--- src/rtl/key_pkg.sv ---
// Shared constants and sizing helper for the front-panel key debouncer.
package key_pkg;

  localparam int DEBOUNCE_CYCLES_20MS = 1_000_000;
  localparam int LONG_CYCLES_1S       = 50_000_000;

  function automatic int cnt_width(input int max_count);
    return $clog2(max_count + 1);
  endfunction

endpackage

--- src/rtl/key_debounce_chan.sv ---
// One key channel: 2-flop synchroniser, restart-on-change stability counter,
// hold counter, and registered press/release/long-press pulses.
module key_debounce_chan
  import key_pkg::*;
#(
  parameter int DEBOUNCE_CYCLES = DEBOUNCE_CYCLES_20MS,
  parameter int LONG_CYCLES     = LONG_CYCLES_1S,
  parameter int ACTIVE_LOW      = 1
) (
  input  logic clk_i,
  input  logic rst_ni,
  input  logic key_i,
  output logic state_o,
  output logic press_o,
  output logic release_o,
  output logic long_o,
  output logic press_next_o
);

  localparam int DW = cnt_width(DEBOUNCE_CYCLES);
  localparam int LW = cnt_width(LONG_CYCLES);
  localparam logic [DW-1:0] DB_LAST   = DW'(DEBOUNCE_CYCLES - 1);
  localparam logic [LW-1:0] LONG_LAST = LW'(LONG_CYCLES - 1);
  localparam logic [LW-1:0] LONG_MAX  = LW'(LONG_CYCLES);
  localparam logic RELEASED = (ACTIVE_LOW != 0);

  logic          sync1_q, sync2_q, p;
  logic          state_q, state_d;
  logic          press_q, press_d, release_q, release_d, long_q, long_d;
  logic [DW-1:0] db_cnt_q, db_cnt_d;
  logic [LW-1:0] hold_q, hold_d;

  assign p = (ACTIVE_LOW != 0) ? ~sync2_q : sync2_q;

  always_comb begin
    state_d   = state_q;
    db_cnt_d  = db_cnt_q;
    hold_d    = hold_q;
    press_d   = 1'b0;
    release_d = 1'b0;
    long_d    = 1'b0;

    if (p == state_q) begin
      db_cnt_d = '0;
    end else if (db_cnt_q == DB_LAST) begin
      db_cnt_d  = '0;
      state_d   = p;
      press_d   = p;
      release_d = ~p;
    end else begin
      db_cnt_d = db_cnt_q + DW'(1);
    end

    // A release accepted on the threshold cycle wins over long_press.
    if (!state_q || release_d) begin
      hold_d = '0;
    end else if (hold_q == LONG_LAST) begin
      hold_d = LONG_MAX;
      long_d = 1'b1;
    end else if (hold_q != LONG_MAX) begin
      hold_d = hold_q + LW'(1);
    end
  end

  always_ff @(posedge clk_i or negedge rst_ni) begin
    if (!rst_ni) begin
      sync1_q   <= RELEASED;
      sync2_q   <= RELEASED;
      state_q   <= 1'b0;
      db_cnt_q  <= '0;
      hold_q    <= '0;
      press_q   <= 1'b0;
      release_q <= 1'b0;
      long_q    <= 1'b0;
    end else begin
      sync1_q   <= key_i;
      sync2_q   <= sync1_q;
      state_q   <= state_d;
      db_cnt_q  <= db_cnt_d;
      hold_q    <= hold_d;
      press_q   <= press_d;
      release_q <= release_d;
      long_q    <= long_d;
    end
  end

  assign state_o      = state_q;
  assign press_o      = press_q;
  assign release_o    = release_q;
  assign long_o       = long_q;
  assign press_next_o = press_d;

endmodule

--- src/rtl/key_debounce_multi.sv ---
// N-channel key debouncer with a lowest-index press encoder registered
// alongside the per-channel press pulses.
module key_debounce_multi
  import key_pkg::*;
#(
  parameter int N_KEYS          = 4,
  parameter int DEBOUNCE_CYCLES = DEBOUNCE_CYCLES_20MS,
  parameter int LONG_CYCLES     = LONG_CYCLES_1S,
  parameter int ACTIVE_LOW      = 1,
  localparam int IW = (N_KEYS > 1) ? $clog2(N_KEYS) : 1
) (
  input  logic              clk,
  input  logic              rst_n,
  input  logic [N_KEYS-1:0] key,
  output logic [N_KEYS-1:0] key_state,
  output logic [N_KEYS-1:0] key_press,
  output logic [N_KEYS-1:0] key_release,
  output logic [N_KEYS-1:0] long_press,
  output logic              press_any,
  output logic [IW-1:0]     press_idx
);

  logic [N_KEYS-1:0] press_nx;
  logic              press_any_q;
  logic [IW-1:0]     press_idx_q, press_idx_d;

  for (genvar gi = 0; gi < N_KEYS; gi++) begin : g_chan
    key_debounce_chan #(
      .DEBOUNCE_CYCLES(DEBOUNCE_CYCLES),
      .LONG_CYCLES    (LONG_CYCLES),
      .ACTIVE_LOW     (ACTIVE_LOW)
    ) u_chan (
      .clk_i       (clk),
      .rst_ni      (rst_n),
      .key_i       (key[gi]),
      .state_o     (key_state[gi]),
      .press_o     (key_press[gi]),
      .release_o   (key_release[gi]),
      .long_o      (long_press[gi]),
      .press_next_o(press_nx[gi])
    );
  end

  // Scan high to low so the lowest set index is the one left standing.
  always_comb begin
    press_idx_d = '0;
    for (int i = N_KEYS - 1; i >= 0; i--) begin
      if (press_nx[i]) press_idx_d = IW'(i);
    end
  end

  always_ff @(posedge clk or negedge rst_n) begin
    if (!rst_n) begin
      press_any_q <= 1'b0;
      press_idx_q <= '0;
    end else begin
      press_any_q <= |press_nx;
      press_idx_q <= press_idx_d;
    end
  end

  assign press_any = press_any_q;
  assign press_idx = press_idx_q;

endmodule

--- config.mk ---
export PLATFORM = sky130hd
export DESIGN_NAME = key_debounce_multi
export DESIGN_NICKNAME = d
export VERILOG_FILES = /design/src/rtl/key_pkg.sv /design/src/rtl/key_debounce_chan.sv /design/src/rtl/key_debounce_multi.sv
export SDC_FILE = /design/constraint.sdc
export NUM_CORES = 1
export LEC_CHECK = 0
export ABC_AREA = 1
export CAP_MARGIN = 25
export CORE_UTILIZATION = 35
export CTS_CLUSTER_DIAMETER = 60
export DETAILED_ROUTE_END_ITERATION = 10
export GPL_TIMING_DRIVEN = 0
export SYNTH_ARGS = -nofsm -noshare
export SYNTH_HDL_FRONTEND = slang
export SYNTH_SLANG_ARGS = --single-unit
--- constraint.sdc ---
create_clock -name clk -period 2.6 [get_ports clk]
set_input_delay 0.39 -clock clk [delete_from_list [all_inputs] [get_ports clk]]
set_output_delay 0.39 -clock clk [all_outputs]
set_load 0.1 [all_outputs]
# Word-level counts from Yosys, hierarchy flattened
# Index checks and enable logic that the tools add are counted.
[classes]
addsub = 8
n_mul = 0
div = 0
n_lt_le_gt_ge = 0
n_eq_ne = 16
shift = 0
muxes = 48
bitwise_logic = 8
reduce_logical = 17
[op_table]
columns = ["operator", "count"]
rows = [
  ["two-way mux 26 bit", 12],
  ["two-way mux 20 bit", 8],
  ["adder 26 x 1 -> 26 bit (second input constant)", 4],
  ["equality test 26 bit (second input constant)", 4],
  ["inequality test 26 bit (second input constant)", 4],
  ["adder 20 x 1 -> 20 bit (second input constant)", 4],
  ["equality test 20 bit (second input constant)", 4],
  ["two-way mux 1 bit", 24],
  ["nonzero test 3 bit", 4],
  ["two-way mux 2 bit", 4],
  ["NOT 1 bit", 8],
  ["AND reduction 2 bit", 4],
  ["equality test 1 bit", 4],
  ["zero test 1 bit", 4],
  ["logical OR 1 bit", 4],
  ["OR reduction 4 bit", 1],
]
[totals]
register_bits = 211
latch_bits = 0
ram_bits = 0
mem_bits_ro = 0
inputBits = 6
output_inout_bits = 19
wordCells = 131
mem_count = 0

# Depth between registers and ports, before layout
[depth]
ltp_word = 7
depth_mapped = 10
depth_no_buf = 10

# Hierarchy
# Synthesis repeated with hierarchy kept, for this count alone.
[unflattened]
cells_unflattened = 1532
area_unflattened_um2 = 12500.7
[by_module_without_submodules]
columns = ["module", "n_inst", "cells_per_inst", "area_each_um2", "seq_area_each_um2"]
rows = [
  ["key_debounce_chan", 4, 380, 3094.2, 1303.8],
  ["key_debounce_multi", 1, 12, 123.9, 75.1],
]

# Worst setup path before layout
# Ideal clock, no wire load.
[synth_path]
kind = "register to register"
from = "register g_chan[0].u_chan.db_cnt_q[0]"
to = "register g_chan[0].u_chan.db_cnt_q[18]"
setup_ns = 0.119
arrival_ns = 1.418
required_time_ns = 2.481
path_slack_ns = 1.063
stages_incl_launch_ff = 9
n_path_buf = 0
period_less_slack_ns = 1.537
path_cell_list = "dfrtp_1 -> ha_1 -> nand3_2 -> nor2_1 -> nand3_1 -> o21ai_1 -> inv_1 -> nand2_1 -> nor2_1"
[synth_between]
elab_chain_len = 3
word_cells_on_any_way = 4
cone_classes = "1 x add/sub; 1 x eq/ne; 2 x mux"
[synth_rtl]
columns = ["item", "line", "rtl"]
rows = [
  ["start, declared", "key_debounce_chan.sv:30", "logic [DW-1:0] db_cnt_q, db_cnt_d;"],
  ["start signal, assigned", "key_debounce_chan.sv:79", "db_cnt_q <= db_cnt_d;"],
  ["adder 20 x 1 -> 20 bit or equality test 20 bit (tied branches)", "key_debounce_chan.sv:51, key_debounce_chan.sv:45", ""],
  ["two-way mux 20 bit (*)", "key_debounce_chan.sv:45", "end else if (db_cnt_q == DB_LAST) begin"],
  ["two-way mux 20 bit (*)", "key_debounce_chan.sv:43", "if (p == state_q) begin"],
  ["named net g_chan[0].u_chan.db_cnt_d[18]", "key_debounce_chan.sv:30", ""],
]
# Mark *: on every way through the listed nets, which the timed path passes. The rest lies on a longest branch.
# A chain may end at the register's enable or synchronous reset.

# Worst setup path in the final report
[layout_path]
from = "register g_chan[2].u_chan.state_q"
to = "output port key_state[2]"
[layout_rtl]
columns = ["item", "line", "rtl"]
rows = [
  ["start, declared", "key_debounce_chan.sv:28", "logic state_q, state_d;"],
  ["start signal, assigned", "key_debounce_chan.sv:78", "state_q <= state_d;"],
  ["end, declared", "key_debounce_multi.sv:15", "output logic [N_KEYS-1:0] key_state,"],
]
# No word-level cell between the ends.

==> results.rst <==
.. list-table::
   :header-rows: 1

   * - Metric
     - Value
   * - Dpl cells
     - between 2000 and 2500
   * - Share of synthesized flip-flops with an asynchronous set or reset
     - between 90% and 100%
   * - Total number of placement rows
     - 67
   * - Final design utilization
     - 41.0%
   * - Filler Cell Count
     - 3459
   * - Cell type of the slowest stage on the worst timing path
     - sky130_fd_sc_hd__clkdlybuf4s50_1
   * - Floorplan die height
     - 187 um
   * - Number of setup violations in the final report
     - 0
   * - Endpoint of the worst hold-timing path
     - g_chan[3].u_chan.sync1_q$_DFF_PN1_
   * - Post-detailed-route via-to-cell ratio
     - between 4 and 5
   * - DRT antenna net count
     - 0
   * - Endpoint arrival time on the critical path
     - roughly 2.1 ns
   * - Number of enable-type register cells in the synthesized netlist
     - 0
   * - Final Slew Violations
     - 0
   * - Number of endpoints with negative hold slack in the final report
     - 0
   * - Post-layout worst setup margin
     - around 0.12 ns
   * - Top-Level Pins
     - 25
   * - Residual DRC count
     - 0
   * - Clock edge transition at the registers on the reported setup and hold paths
     - 0.05 ns
   * - Fin area
     - between 10000 and 15000 um^2
   * - Portion of total power attributed to the clock network
     - between 50% and 60%
   * - Worst clock skew on the final layout
     - 0.0115 ns
   * - Overall die area
     - about 35000 um^2
   * - Count of buffering cells on the critical path with inverters included
     - 2
   * - Post-synthesis instance area
     - 12000 um^2
   * - Area contributors post-synth
     - sky130_fd_sc_hd__dfrtp_1, sky130_fd_sc_hd__nand2_1, sky130_fd_sc_hd__nor2_1
   * - Library cell with the largest summed area after synthesis
     - sky130_fd_sc_hd__dfrtp_1
   * - Grt total ovfl
     - 0
   * - Number of iterations in the first detailed-routing pass
     - 6
   * - Pwr Total
     - between 7 and 8 mW
   * - Number of synthesized register bits
     - 211
   * - Pwr/cell area
     - 534 nW/um^2
   * - CTS tree
     - done
   * - Synth top cells by count
     - sky130_fd_sc_hd__nand2_1, sky130_fd_sc_hd__nor2_1, sky130_fd_sc_hd__dfrtp_1, sky130_fd_sc_hd__inv_1, sky130_fd_sc_hd__nand3_1
   * - Transition time at the pin with the least slew margin
     - between 0.9 and 1 ns
   * - Cell type group with the largest total delay on the critical path
     - buffers and inverters
   * - Via count of the first global-routing pass
     - around 10000
   * - Cell Count, Final, Fillers Out
     - 2131
   * - Net count of the finished layout
     - 1679
   * - Synthesized instance count
     - 1605
   * - Average detailed-routed wire length per instance
     - about 12 um
   * - Ratio of cells with drive above 1 in the final layout
     - 9.33%
   * - Wire length reported by the detailed router
     - 26300 um
   * - Internal Dissipation
     - approximately 5.8 mW
   * - Most instantiated library cell after synthesis
     - sky130_fd_sc_hd__nand2_1
   * - Core Region
     - around 34000 um^2
   * - YS warnings
     - 0
   * - Startpoint of the lowest-slack hold path
     - key[3]
   * - Worst hold path cell count
     - 1
   * - Num CTS Buffers
     - 28
   * - Layout Area Growth over Synthesis
     - 15.0%
   * - Antenna violations before repair
     - 0
   * - Setup Buffers After CTS
     - 0
   * - Mean instance size in the synthesized netlist
     - 7.49 um^2
   * - Flop-to-flop setup slack
     - 0.51 ns
   * - Static leakage power
     - roughly 5.9 nW
   * - Number of sinks handled by clock tree synthesis
     - 211
   * - Cell area reported after detailed placement
     - 12900 um^2
   * - Starting Density
     - 35.7%
   * - Buffer cell driving the clock tree root
     - sky130_fd_sc_hd__clkbuf_16
   * - Reported max-cap violation count
     - 0
   * - Largest net degree at the start of global routing
     - 108
   * - R2R Path End
     - g_chan[0].u_chan.db_cnt_q[18]$_DFF_PN0_
   * - Maximum number of buffers from clock root to sink
     - 3
   * - Worst hold margin
     - 0.259 ns
   * - Largest stage delay on the critical path
     - 1.12 ns
   * - Relative slew slack
     - approximately 34%
   * - Worst min path class
     - in2reg
   * - Count of unique library cells instantiated by Yosys
     - 39
   * - Share of the synthesized area in the top cell type
     - 42.2%
   * - Result of the run
     - finished clean
   * - DP HPWL
     - between 15000 and 20000 um
   * - Ordered cell list for the critical path
     - buf_4 > clkdlybuf4s50_1
   * - DRC marker count from the first detailed-route iteration
     - 709
   * - Pre-CTS setup slack
     - about 0.47 ns
   * - CTS H-tree depth
     - 1
   * - GRT Resource Usage Total
     - approximately 16%
   * - Share of power burned in combinational logic
     - 1.9%
   * - Depth of the worst register-to-register path
     - 8
   * - Net count of the mapped netlist
     - 1623
   * - Worst setup path class
     - reg2out
   * - Startpoint Class
     - flip-flop
   * - Data required, critical path
     - 2.21 ns
   * - Routability Congestion
     - 0.902
   * - Maximum frequency from static timing analysis
     - just over 0.4 GHz
   * - Reg power frac
     - 45.1%
   * - Routed via count
     - ~10000
   * - Peak fanout along the critical path
     - 2
   * - Switching share of total power
     - 22.0%
   * - ANT cells
     - 0
   * - Final Critical Period
     - 2.48 ns
   * - Type of element capturing the critical path
     - primary output
   * - Final setup TNS
     - 0 ns
   * - Final period utilization
     - 95.5%
   * - Horizontal extent of the die
     - ~190 um
   * - Share of synthesized area occupied by flip-flops and latches
     - between 40% and 50%
   * - Wire length of the first global-routing pass
     - 46700 um
   * - RSZ-0062 raised after global routing
     - false
   * - Port-buffer cells
     - 24
   * - Maximum vdd ir drop
     - 0.433 mV
   * - Clock insertion delay at the later pin of the skew report
     - around 0.54 ns
   * - Prevailing post-synth register cell
     - sky130_fd_sc_hd__dfrtp_1
   * - Switching power summed over all nets
     - 1.62 mW
   * - Worst flop-to-flop path startpoint
     - g_chan[0].u_chan.db_cnt_q[0]$_DFF_PN0_
## power by group through the flow
| stage | Clock (mW) | Sequential [mW] | Combinational [mW] |
|---|---|---|---|
| 2_1_floorplan | 0 | 3.38 | 0.0516 |
| 3_5_place_dp | 0 | 3.39 | 0.151 |
| 6_report | 3.91 | 3.33 | 0.143 |
| 4_1_cts | 4.04 | 3.33 | 0.152 |
| 5_1_grt | 4.17 | 3.33 | 0.172 |
| 3_3_place_gp | 0 | 3.39 | 0.143 |
## what timing repair did
item	in CTS	in global routing
setup endpoints to repair	3	0
hold buffers	1	0
gates resized for setup	3	0
hold endpoints to repair	102	0
## flip-flops by register name, summed over array words and instances, names as in the netlist
signal,cells
g_chan.u_chan.hold_q,104
g_chan.u_chan.db_cnt_q,80
g_chan.u_chan.long_o,4
g_chan.u_chan.press_o,4
g_chan.u_chan.release_o,4
g_chan.u_chan.state_o,4
g_chan.u_chan.sync1_q,4
g_chan.u_chan.sync2_q,4
press_idx,2
press_any,1
## layer usage
metal	vias up	GRT usage (%)	wire length [um]
met5	-	0	0
met1	4762	20.8	12500
li1	5201	-	-
met3	42	2.03	877
met4	0	4.78	604
met2	150	26.2	12400
## worst max-delay path by stage
stage	startpoint	to	slack [ns]	cells past startpoint
after floorplan	g_chan[0].u_chan.db_cnt_q[0]$_DFF_PN0_	g_chan[0].u_chan.db_cnt_q[18]$_DFF_PN0_	1.06	8
after detailed placement	g_chan[0].u_chan.state_o$_DFFE_PN0P_	key_state[0]	0.47	2
final	g_chan[2].u_chan.state_o$_DFFE_PN0P_	key_state[2]	0.12	2
after global routing	g_chan[2].u_chan.state_o$_DFFE_PN0P_	key_state[2]	0.05	2
after CTS	g_chan[2].u_chan.state_o$_DFFE_PN0P_	key_state[2]	0.08	2
after global placement	rst_n	g_chan[0].u_chan.hold_q[22]$_DFFE_PN0P_	-8.30	1
## kinds of logic (layout without fill, tap and decap cells)
logic type	Yosys count	after routing	synth area share [%]
simple gates	998	998	38.1
buf+inv	232	310	8.08
flops	211	211	44.0
compound gates	82	82	3.52
xor+xnor	70	70	5.10
fa+ha+maj	12	12	1.25
## area by class of cell
type | count | area (um^2) | area share (%)
plain buffers | 27 | 203 | 1.47
flip-flops and latches | 211 | 5290 | 38.3
clock buffers | 38 | 820 | 5.93
clock inverters | 14 | 141 | 1.02
inverters | 205 | 769 | 5.57
repair buffers | 26 | 279 | 2.02
multi-input cells | 1162 | 5760 | 41.7
well taps | 448 | 561 | 4.05
## cell usage in the layout (no fill, tap or decap), types with 22 or more instances in the layout
cell type	netlist	routed
sky130_fd_sc_hd__clkbuf_16	0	29
sky130_fd_sc_hd__inv_1	201	201
sky130_fd_sc_hd__xor2_1	48	48
sky130_fd_sc_hd__nand4_1	45	45
sky130_fd_sc_hd__a21oi_1	53	53
sky130_fd_sc_hd__nor2_1	321	321
sky130_fd_sc_hd__o21ai_0	22	22
sky130_fd_sc_hd__nor3_1	71	71
sky130_fd_sc_hd__nand3_1	109	109
sky130_fd_sc_hd__dfrtp_1	203	203
sky130_fd_sc_hd__nand2_1	340	340
sky130_fd_sc_hd__xnor2_1	22	22
No activity file was read; power rests on OpenSTA's default activity.
